File: src/rtl/pc_fetch_pkg.sv
// Shared definitions for the instruction fetch unit: state encoding, reset
// address default and instruction field positions used for pc redirection.
package pc_fetch_pkg;

  localparam int unsigned XLEN       = 32;
  localparam int unsigned JIDX_MSB   = 25;
  localparam int unsigned IMM_MSB    = 15;
  localparam int unsigned IMM_W      = 16;
  localparam int unsigned REGION_MSB = 31;
  localparam int unsigned REGION_LSB = 28;

  localparam logic [XLEN-1:0] DEFAULT_RESET_PC = 32'h0000_3000;

  typedef enum logic [1:0] {
    ST_IDLE  = 2'd0,
    ST_FETCH = 2'd1,
    ST_HOLD  = 2'd2
  } state_t;

endpackage

File: src/rtl/next_pc_calc.sv
// Combinational next-pc selection: jump beats taken branch beats sequential.
module next_pc_calc
  import pc_fetch_pkg::*;
(
  input  logic [31:0] pc,
  input  logic [31:0] instruction,
  input  logic        branch,
  input  logic        zero,
  input  logic        jump,
  output logic [31:0] next_pc,
  output logic [31:0] pc_plus4
);

  logic [31:0] imm_ext;
  logic        unused_opcode;

  // Opcode bits only matter to the decoder, not to target formation.
  assign unused_opcode = ^instruction[31:JIDX_MSB+1];

  assign pc_plus4 = pc + 32'd4;
  assign imm_ext  = {{(XLEN-IMM_W-2){instruction[IMM_MSB]}}, instruction[IMM_MSB:0], 2'b00};

  always_comb begin
    next_pc = pc_plus4;
    if (jump) begin
      next_pc = {pc_plus4[REGION_MSB:REGION_LSB], instruction[JIDX_MSB:0], 2'b00};
    end else if (branch && zero) begin
      next_pc = pc_plus4 + imm_ext;
    end
  end

endmodule

File: src/rtl/pc_fetch.sv
// Instruction fetch unit: requests a word at pc, holds it for the datapath,
// then advances pc on instr_ready using the decoder's branch/jump controls.
module pc_fetch
  import pc_fetch_pkg::*;
#(
  parameter logic [31:0] RESET_PC = DEFAULT_RESET_PC
) (
  input  logic        clk,
  input  logic        rst,
  output logic        imem_req,
  output logic [31:0] imem_addr,
  input  logic        imem_ack,
  input  logic [31:0] imem_rdata,
  output logic [31:0] instruction,
  output logic        instr_valid,
  input  logic        instr_ready,
  input  logic        Branch,
  input  logic        Zero,
  input  logic        Jump,
  output logic [31:0] pc,
  output logic [31:0] link_addr,
  output logic [31:0] retired
);

  state_t      state;
  logic [31:0] next_pc;
  logic [31:0] pc_plus4;

  next_pc_calc u_next_pc_calc (
    .pc          (pc),
    .instruction (instruction),
    .branch      (Branch),
    .zero        (Zero),
    .jump        (Jump),
    .next_pc     (next_pc),
    .pc_plus4    (pc_plus4)
  );

  assign imem_addr = pc;
  assign link_addr = pc_plus4;

  // Fetch/hold sequencer; control inputs only matter in HOLD with ready.
  always_ff @(posedge clk) begin
    if (rst) begin
      state       <= ST_IDLE;
      pc          <= RESET_PC;
      instruction <= 32'd0;
      instr_valid <= 1'b0;
      imem_req    <= 1'b0;
      retired     <= 32'd0;
    end else begin
      case (state)
        ST_IDLE: begin
          state    <= ST_FETCH;
          imem_req <= 1'b1;
        end
        ST_FETCH: begin
          if (imem_ack) begin
            instruction <= imem_rdata;
            state       <= ST_HOLD;
            imem_req    <= 1'b0;
            instr_valid <= 1'b1;
          end
        end
        ST_HOLD: begin
          if (instr_ready) begin
            pc          <= next_pc;
            retired     <= retired + 32'd1;
            state       <= ST_FETCH;
            instr_valid <= 1'b0;
            imem_req    <= 1'b1;
          end
        end
        default: begin
          state       <= ST_IDLE;
          instr_valid <= 1'b0;
          imem_req    <= 1'b0;
        end
      endcase
    end
  end

endmodule

File: config.mk
export PLATFORM = sky130hd
export DESIGN_NAME = pc_fetch
export DESIGN_NICKNAME = d
export VERILOG_FILES = /design/src/rtl/pc_fetch_pkg.sv /design/src/rtl/next_pc_calc.sv /design/src/rtl/pc_fetch.sv
export SDC_FILE = /design/constraint.sdc
export NUM_CORES = 1
export LEC_CHECK = 0
export BUFFER_PORTS_ARGS = -buffer_cell sky130_fd_sc_hd__buf_2
export CAP_MARGIN = 30
export CORE_MARGIN = 1.5
export CORE_UTILIZATION = 49
export CTS_BUF_LIST = sky130_fd_sc_hd__clkbuf_4
export CTS_CLUSTER_SIZE = 20
export DETAILED_ROUTE_END_ITERATION = 8
export HOLD_SLACK_MARGIN = 0.15
export PLACE_DENSITY_LB_ADDON = 0.05
export SLEW_MARGIN = 20
export SYNTH_ARGS = -nofsm -noshare
export SYNTH_HDL_FRONTEND = slang
export SYNTH_HIERARCHICAL = 1
export SYNTH_SLANG_ARGS = --single-unit
File: constraint.sdc
create_clock -name clk -period 3.4 [get_ports clk]
set_input_delay 0.51 -clock clk [delete_from_list [all_inputs] [get_ports clk]]
set_output_delay 0.51 -clock clk [all_outputs]
set_load 0.01 [all_outputs]
==> Yosys cells after proc, flatten, opt, wreduce, memory -nomap -nowiden <==
Index checks and enable logic that the tools add are counted.
{ "totals": {"register_bits": 100, "in_bits": 39, "output_inout_bits": 162} }
{ "classes": {"add_sub_neg": 3, "eq_ne": 4, "mux": 11, "bitwise_logic": 1, "n_reduce_logical": 6} }
{ "op_table": {"columns": ["operator", "n"], "rows": [
  ["$mux W32", 2],
  ["$add A32 B1 Y32 const B", 1],
  ["$add A32 B3 Y32 const B", 1],
  ["$add A32 B32 Y32", 1],
  ["$pmux W1 S3", 2],
  ["$pmux W2 S3", 1],
  ["$reduce_and A2 Y1", 3],
  ["$mux W1", 4],
  ["$mux W2", 2],
  ["$ne A2 B2 Y1 const B", 2],
  ["$reduce_and A3 Y1", 1],
  ["$eq A2 B1 Y1 const B", 1],
  ["$eq A2 B2 Y1 const B", 1],
  ["$logic_not A2 Y1", 1],
  ["$logic_and A1 B1 Y1", 1],
  ["$not A1 Y1", 1]
]} }

==> Depth between registers and ports, before layout <==
Gate-level depths: netlist of run 1.
{ "depth": {"word_depth": 4, "mapped_depth": 17} }

==> By module <==
Netlist of run 1, hierarchy kept.
{ "by_module_without_submodules": {"columns": ["module", "n_inst", "cells_each", "area_per_inst_um2", "seq_area_each_um2"], "rows": [
  ["pc_fetch", 1, 505, 4046.4, 1981.9],
  ["next_pc_calc", 1, 447, 2931.6, 0.0]
]} }

==> Worst setup path after synthesis of run 1 <==
Ideal clock, no wire load.
{ "synth_timing": {"path_kind": "register -> register", "startpoint": "register pc[2] (netlist: imem_addr[2])", "endpoint": "register pc[31] (netlist: imem_addr[31])", "t_arrival_ns": 3.631, "required_ns": 3.268, "path_slack_ns": -0.363, "stages_incl_launch_ff": 17, "synth_period_minus_slack_ns": 3.763, "path_cell_list": "dfxtp_1 ha_1 inv_1 nor4_2 nand4_1 xnor2_1 ha_1 clkbuf_1 a21o_1 a211o_1 a221oi_1 a21oi_1 o21ai_0 o211ai_1 xor2_1 nand2_1 a21oi_1"} }
{ "synth_via": {"elab_chain_len": 4} }
{ "synth_lines": {"columns": ["element", "line", "source"], "rows": [
  ["start: declaration", "pc_fetch.sv:20", "output logic [31:0] pc,"],
  ["start signal: assignment", "pc_fetch.sv:67", "pc <= next_pc;"],
  ["$add A32 B3 Y32", "next_pc_calc.sv:20", "assign pc_plus4 = pc + 32'd4;"],
  ["net link_addr[24]", "pc_fetch.sv:21", "output logic [31:0] link_addr,"],
  ["$add A32 B32 Y32", "next_pc_calc.sv:28", "next_pc = pc_plus4 + imm_ext;"],
  ["$mux W32", "next_pc_calc.sv:27", "end else if (branch && zero) begin"],
  ["$mux W32", "next_pc_calc.sv:25", "if (jump) begin"],
  ["net next_pc[31]", "pc_fetch.sv:26", "logic [31:0] next_pc;"]
]} }
The timed path passes the listed nets, and every way through them passes these cells.
A chain may end at the register's enable or synchronous reset.

==> Final worst setup path of run 1 <==
{ "layout_timing": {"startpoint": "register pc[7] (netlist: imem_addr[7])", "endpoint": "register pc[31] (netlist: imem_addr[31])"} }
{ "layout_via": {"elab_chain_len": 4} }
{ "layout_lines": {"columns": ["element", "line"], "rows": [
  ["$add A32 B3 Y32 *", "next_pc_calc.sv:20"],
  ["$add A32 B32 Y32", "next_pc_calc.sv:28"],
  ["$mux W32", "next_pc_calc.sv:27"],
  ["$mux W32 *", "next_pc_calc.sv:25"],
  ["net next_pc[31]", "pc_fetch.sv:26"]
]} }
Mark *: on every way through the listed nets, which the timed path passes. The rest lies on a longest branch.

==> impl_metrics.tcl, run 1 <==
set metrics [dict create \
    wl_mm 24.82 \
    htreeDepth 3 \
    intPower_w 0.001523 \
    final-hold-violation-count 0 \
    floorplan.die_area_um2 14970 \
    grtUsageTotal 0.3147 \
    yosysSeqAreaShare 0.2840 \
    finalNetCount 1270 \
    cts_root_buffer "clkbuf_4" \
    max_freq_mhz 295.7 \
    antenna_found_initial 2 \
    drive_gt1_frac 0.3581 \
    start_kind "flip-flop" \
    crit_arrival_ns 3.81 \
    min_period_ns 3.382 \
    avgSynthCellArea_um2 7.330 \
    ys_ff_latch 99 \
    dpl.hpwl_mm 18.51 \
    period_share 0.9946 \
    synth_compound_area_frac 0.2261 \
    final_cell_mix "199 x buf_2, 189 x nand2_1, 117 x a21oi_1" \
    wl_per_cell_um 18.00 \
    ys.flop_type "dfxtp_1" \
    maxSlewViolCount 0 \
    layout_commonest_cell "buf_2" \
    status "finished clean" \
    core_region_area_um2 13880 \
    power_frac_clock 0.270 \
    clk_pin_slew_ns 0.17 \
    cts_buffers 9 \
    grt_pass1_vias 6866 \
    numPortBuffers 200 \
    worst_slew_pin_slew_ns 0.6744 \
    fin_setup_tns_ns 0 \
    grt_first_pass_wirelength_mm 36.61 \
    clockBufferDepth 2 \
    fp.dieH_um 122.3 \
    path_class "reg2reg" \
    seqPwrFrac 0.547 \
    synth_top_family_by_area "simple AND/OR/NAND/NOR gates" \
    clk_latency_ns 0.47 \
    crit_path_end_kind "flip-flop" \
    synth_cell_types 67 \
    ant_nets 0 \
    ir_drop_mv 0.2007 \
    combPwrFrac 0.183 \
    dr.pass1.iters 7 \
    relSlewSlack 0.5504 \
    syn_area_um2 6978 \
    hold_start "imem_rdata[0]" \
    netlist_instances 952 \
    leakagePower_nw 4.146 \
    place_inst 1352 \
    cts.sinks 99 \
    r2r_start "imem_addr[7]$_SDFFE_PP0P_" \
    finalPower_w 0.002228 \
    ys_async_sr_fraction 0 \
    start_util 0.5027 \
    syn_nets 1029 \
    std_cell_rows 43 \
    grt_max_degree 49 \
    synth_edf_count 0 \
    area_delta_synth_final_pct 32.35 \
    cap_violations 0 \
    drt_iter0_markers 663 \
    rsz0062_at_grt "yes" \
    synth-simple-area-share 0.2681 \
    overflow 0 \
    viasPerCell 5.729 \
    critPathMaxFanout 5 \
    switchingPower_w 0.0007056 \
    num_io_pins 201 \
    finClkSkew_ns 0.01639 \
    required_ns 3.82 \
    ys_warn_count 6 \
    power_density_nw_per_um2 241.3 \
    synth-adder-area-share 0.06921 \
    setup_violations 0 \
    routed-via-count 7900 \
    synth_mux_area_frac 0.01094 \
    place_congestion 1.011 \
    cts_tree "yes" \
    synthXorXnorAreaFrac 0.06778 \
    switching_share 0.3166 \
    hold_path_class "in2reg" \
    drc 0 \
    cp-startpoint "imem_addr[7]$_SDFFE_PP0P_" \
    die_width_um 122.3 \
    fin_cells 1379 \
]
## logic make-up after synthesis
| logic type | Yosys count |
|---|---|
| xor+xnor | 54 |
| simple gates | 395 |
| compound gates | 261 |
| fa+ha+maj | 38 |
| mux | 7 |
| flops | 99 |
| buf+inv | 98 |
## metrics by stage
stage | setup slack, ns | area (um^2) | utilization | hold WS, ns
2_1_floorplan | 0.0004132 | 7077 | - | 0.4805
3_3_place_gp | -0.02573 | 8632 | 0.6219 | 0.4412
3_5_place_dp | -0.04601 | 8632 | 0.6219 | 0.4483
4_1_cts | 0.006260 | 8781 | 0.6326 | 0.2121
5_1_grt | -0.1402 | 9235 | 0.6653 | 0.2224
6_report | 0.01844 | 9235 | 0.6653 | 0.2501
## metal layers
layer | up-vias | routed length, um | GRT usage
met5 | - | 13 | 0
met4 | 2 | 324 | 0.07776
met3 | 31 | 2034 | 0.07063
met2 | 336 | 11500 | 0.4979
met1 | 3685 | 10940 | 0.4340
li1 | 3846 | - | -
## cells in the mapped netlist, drive strengths merged, types with 14 or more instances
master    n  area (um^2)
nor2     59        221.5
nand4    26        177.7
nand2   196        738.2
or3      14        87.58
a21oi   126        634.4
o21ai    44        220.2
nand3    34        175.2
dfxtp    99         1982
buf      43        309.0
clkbuf   43        161.4
xor2     20        175.2
xnor2    34        297.8
ha       37        462.9
## worst max-delay path, cell delays in order (launching register included)
cell and delay (ns):
dfxtp_2 0.39, nand4_4 0.16, nor4_4 0.33, buf_4 0.20, nand3_4 0.10, xnor2_1 0.21, buf_4 0.18, buf_4 0.13
ha_4 0.21, a211o_1 0.32, a221oi_2 0.30, nand4_1 0.14, o211ai_1 0.30, xor2_1 0.17, nand2_1 0.07, a21oi_2 0.13
## final cells by class
cell class              instances  area, um^2
repair buffers                316        1878
inverters                      12       45.04
flip-flops and latches         99        2003
multi-input cells             755        4959
clock buffers                  10       75.07
fillers                      1270        4646
clock inverters                 6       47.55
well taps                     180       225.2
diodes                          1       2.502
## flip-flops by register name (all words and copies together), names as in the netlist
register,cells
instruction,32
imem_addr,32
instr_valid,1
state,2
retired,32
## power by group through the flow
stage / clock (W) / combinational, W / sequential (W)
finish: 0.000601 / 0.000408 / 0.00122
global route: 0.000671 / 0.000440 / 0.00122
CTS: 0.000620 / 0.000378 / 0.00122
detailed placement: 0 / 0.000375 / 0.00124
global placement: 0 / 0.000375 / 0.00124
floorplan: 0 / 0.000210 / 0.00125
## final timing paths
kind | slack (ns) | to | depth (start not counted)
worst max register to register | 0.02 | imem_addr[31]$_SDFFE_PP0P_ | 15
worst min-delay path | 0.25 | instruction[0]$_SDFFE_PP0P_ | 3
worst min register to register | 0.46 | instruction[30]$_SDFFE_PP0P_ | 2
worst max-delay path | 0.02 | imem_addr[31]$_SDFFE_PP0P_ | 15
## timing repair
| action | in CTS | in global routing |
|---|---|---|
| endpoints found under the setup margin | 4 | 15 |
| setup buffers | 1 | 9 |
| hold buffers | 0 | 0 |
| resized for setup | 7 | 72 |
| cloned | 0 | 0 |
| pin swaps | 2 | 31 |
Note: power is estimated with default switching activity, not from simulation.
==> run 2, diff against run 1 <==
- PLACE_DENSITY: not set -> 0.79
- PLACE_DENSITY_LB_ADDON: 0.05 -> not set
- REMOVE_ABC_BUFFERS: not set -> 1
==> run 2 against run 1 <==
  * Critical path depth increased by 1
  * Register-to-register slack about the same
  * Utilization decreased by 1.8 points
  * Highest routed layer is now met4
  * Sequential share of layout area increased by 0.44 points
  * Setup slack got worse by 0.0053 ns
  * First-iteration DRC count increased by 11%
==> impl_metrics.tcl, run 2 (same netlist as run 1, synthesis figures left out) <==
set metrics [dict create \
    start_util 0.5027 \
    wl_mm 23.57 \
    seqPwrFrac 0.553 \
    fillers 1229 \
    max_freq_mhz 295.3 \
    cts.sinks 99 \
    period_share 0.9961 \
    area_delta_synth_final_pct 28.81 \
    wl_per_cell_um 17.08 \
    std_cell_rows 43 \
    relSlewSlack 0.4297 \
    final_cell_mix "199 x buf_2, 193 x nand2_1, 120 x a21oi_1" \
    critPathMostFrequentCell "buf_4" \
    fp.dieH_um 122.3 \
    crit_path_max_incr_delay_ns 0.39 \
    path_class "reg2reg" \
    die_width_um 122.3 \
    crit_path_top_delay_cell "dfxtp_2" \
    min_period_ns 3.387 \
    crit_path_end_kind "flip-flop" \
    start_kind "flip-flop" \
    rsz0062_at_grt "yes" \
    final-hold-violation-count 0 \
    grt_pass1_vias 7192 \
    floorplan.die_area_um2 14970 \
    fin_area_um2 8989 \
    place_congestion 1.056 \
    hold_path_class "in2reg" \
    numPortBuffers 200 \
    multiInputGateArea_um2 4717 \
    setup_violations 0 \
    htreeDepth 3 \
    fin_setup_tns_ns 0 \
    cap_violations 0 \
    dpl.hpwl_mm 17.20 \
    drc 0 \
    seqCellArea_um2 1989 \
    maxSlewViolCount 0 \
    drt_iter0_markers 739 \
    layout_commonest_cell "buf_2" \
    power_frac_clock 0.271 \
    status "finished clean" \
    cts_hold_buf 0 \
    required_ns 3.85 \
    cts_tree "yes" \
    grt_first_pass_wirelength_mm 35.63 \
    leakagePower_nw 4.075 \
    crit_arrival_ns 3.84 \
    combPwrFrac 0.176 \
    power_density_nw_per_um2 244.6 \
    ir_drop_mv 0.1823 \
    clk_latency_ns 0.52 \
    routed-via-count 8117 \
    finalNetCount 1272 \
    cts_buffers 9 \
    finClkSkew_ns 0.02246 \
    dr.pass1.iters 7 \
    place_area_um2 8564 \
    overflow 0 \
    crit_chain "nand4_4 -> nor4_2 -> buf_4 -> nand4_1 -> xnor2_2 -> ha_1 -> a21o_1 -> a211o_1 -> a221oi_2 -> buf_4 -> and3_4 -> o21ai_2 -> o211ai_1 -> xor2_1 -> nand2_1 -> a21oi_1" \
    clockBufferDepth 2 \
    core_region_area_um2 13880 \
    viasPerCell 5.882 \
    critPathMaxFanout 6 \
    worst_slew_pin_slew_ns 0.8554 \
    num_io_pins 201 \
    cts_root_buffer "clkbuf_4" \
    antenna_found_initial 1 \
    switchingPower_w 0.0007018 \
    grtUsageTotal 0.3013 \
    ant_nets 0 \
    clk_pin_slew_ns 0.16 \
    switching_share 0.3192 \
    intPower_w 0.001497 \
    grt_max_degree 76 \
    drive_gt1_frac 0.3311 \
]
run 2: per-layer routing:
layer | global-route usage | up-vias | routed length [um]
li1 | - | 3865 | -
met1 | 0.3952 | 3822 | 9759
met2 | 0.4969 | 372 | 11300
met3 | 0.05344 | 58 | 1827
met4 | 0.1076 | 0 | 675
met5 | 0 | - | 0
run 2: final timing paths:
kind,start,endpoint,slack (ns),depth (start not counted)
hold reg to reg,instruction[29]$_SDFFE_PP0P_,instruction[29]$_SDFFE_PP0P_,0.47,2
setup reg to reg,imem_addr[7]$_SDFFE_PP0P_,imem_addr[31]$_SDFFE_PP0P_,0.01,16
hold / removal,imem_rdata[31],instruction[31]$_SDFFE_PP0P_,0.20,3
setup / recovery,imem_addr[7]$_SDFFE_PP0P_,imem_addr[31]$_SDFFE_PP0P_,0.01,16
run 2: repair_timing:
action                     4_1_cts  5_1_grt
pin swaps                        3       28
setup endpoints to repair        7       16
gates resized for setup          6       55
buffers inserted                 2        6
run 2: power by group through the flow:
stage | Sequential (W) | Clock [W] | Combinational, W
global route | 0.00122 | 0.000639 | 0.000422
detailed placement | 0.00124 | 0 | 0.000367
floorplan | 0.00125 | 0 | 0.000176
CTS | 0.00121 | 0.000602 | 0.000370
finish | 0.00122 | 0.000595 | 0.000388
global placement | 0.00124 | 0 | 0.000362
run 2: per-stage QoR:
step	worst slack [ns]	total power [W]	hold slack, ns	std cells	utilization
after floorplan	-0.3762	0.001427	0.4745	866	-
after global placement	-0.07014	0.001601	0.4386	1356	0.6170
after detailed placement	-0.09747	0.001607	0.4443	1356	0.6170
after CTS	-0.02486	0.002186	0.1928	1373	0.6283
after global routing	-0.1440	0.002281	0.2167	1380	0.6476
final	0.01311	0.002198	0.2031	1380	0.6476
run 2: layout make-up:
class,count,share of cell area
clock buffers,9,0.007517
diodes,1,0.0002784
clock inverters,6,0.005429
well taps,180,0.02506
flip-flops and latches,99,0.2213
inverters,12,0.005011
repair buffers,318,0.2106
multi-input cells,755,0.5248
run 2: worst max-delay path, delay by kind of cell, from the launching register on:
family | cells | cell delay, ns
AO/OA/AOI/OAI | 6 | 1.08
AND/OR/NAND/NOR | 5 | 0.81
flip-flops | 1 | 0.39
buffers and inverters | 2 | 0.37
XOR/XNOR | 2 | 0.36
adder cells (fa/ha/maj) | 1 | 0.33
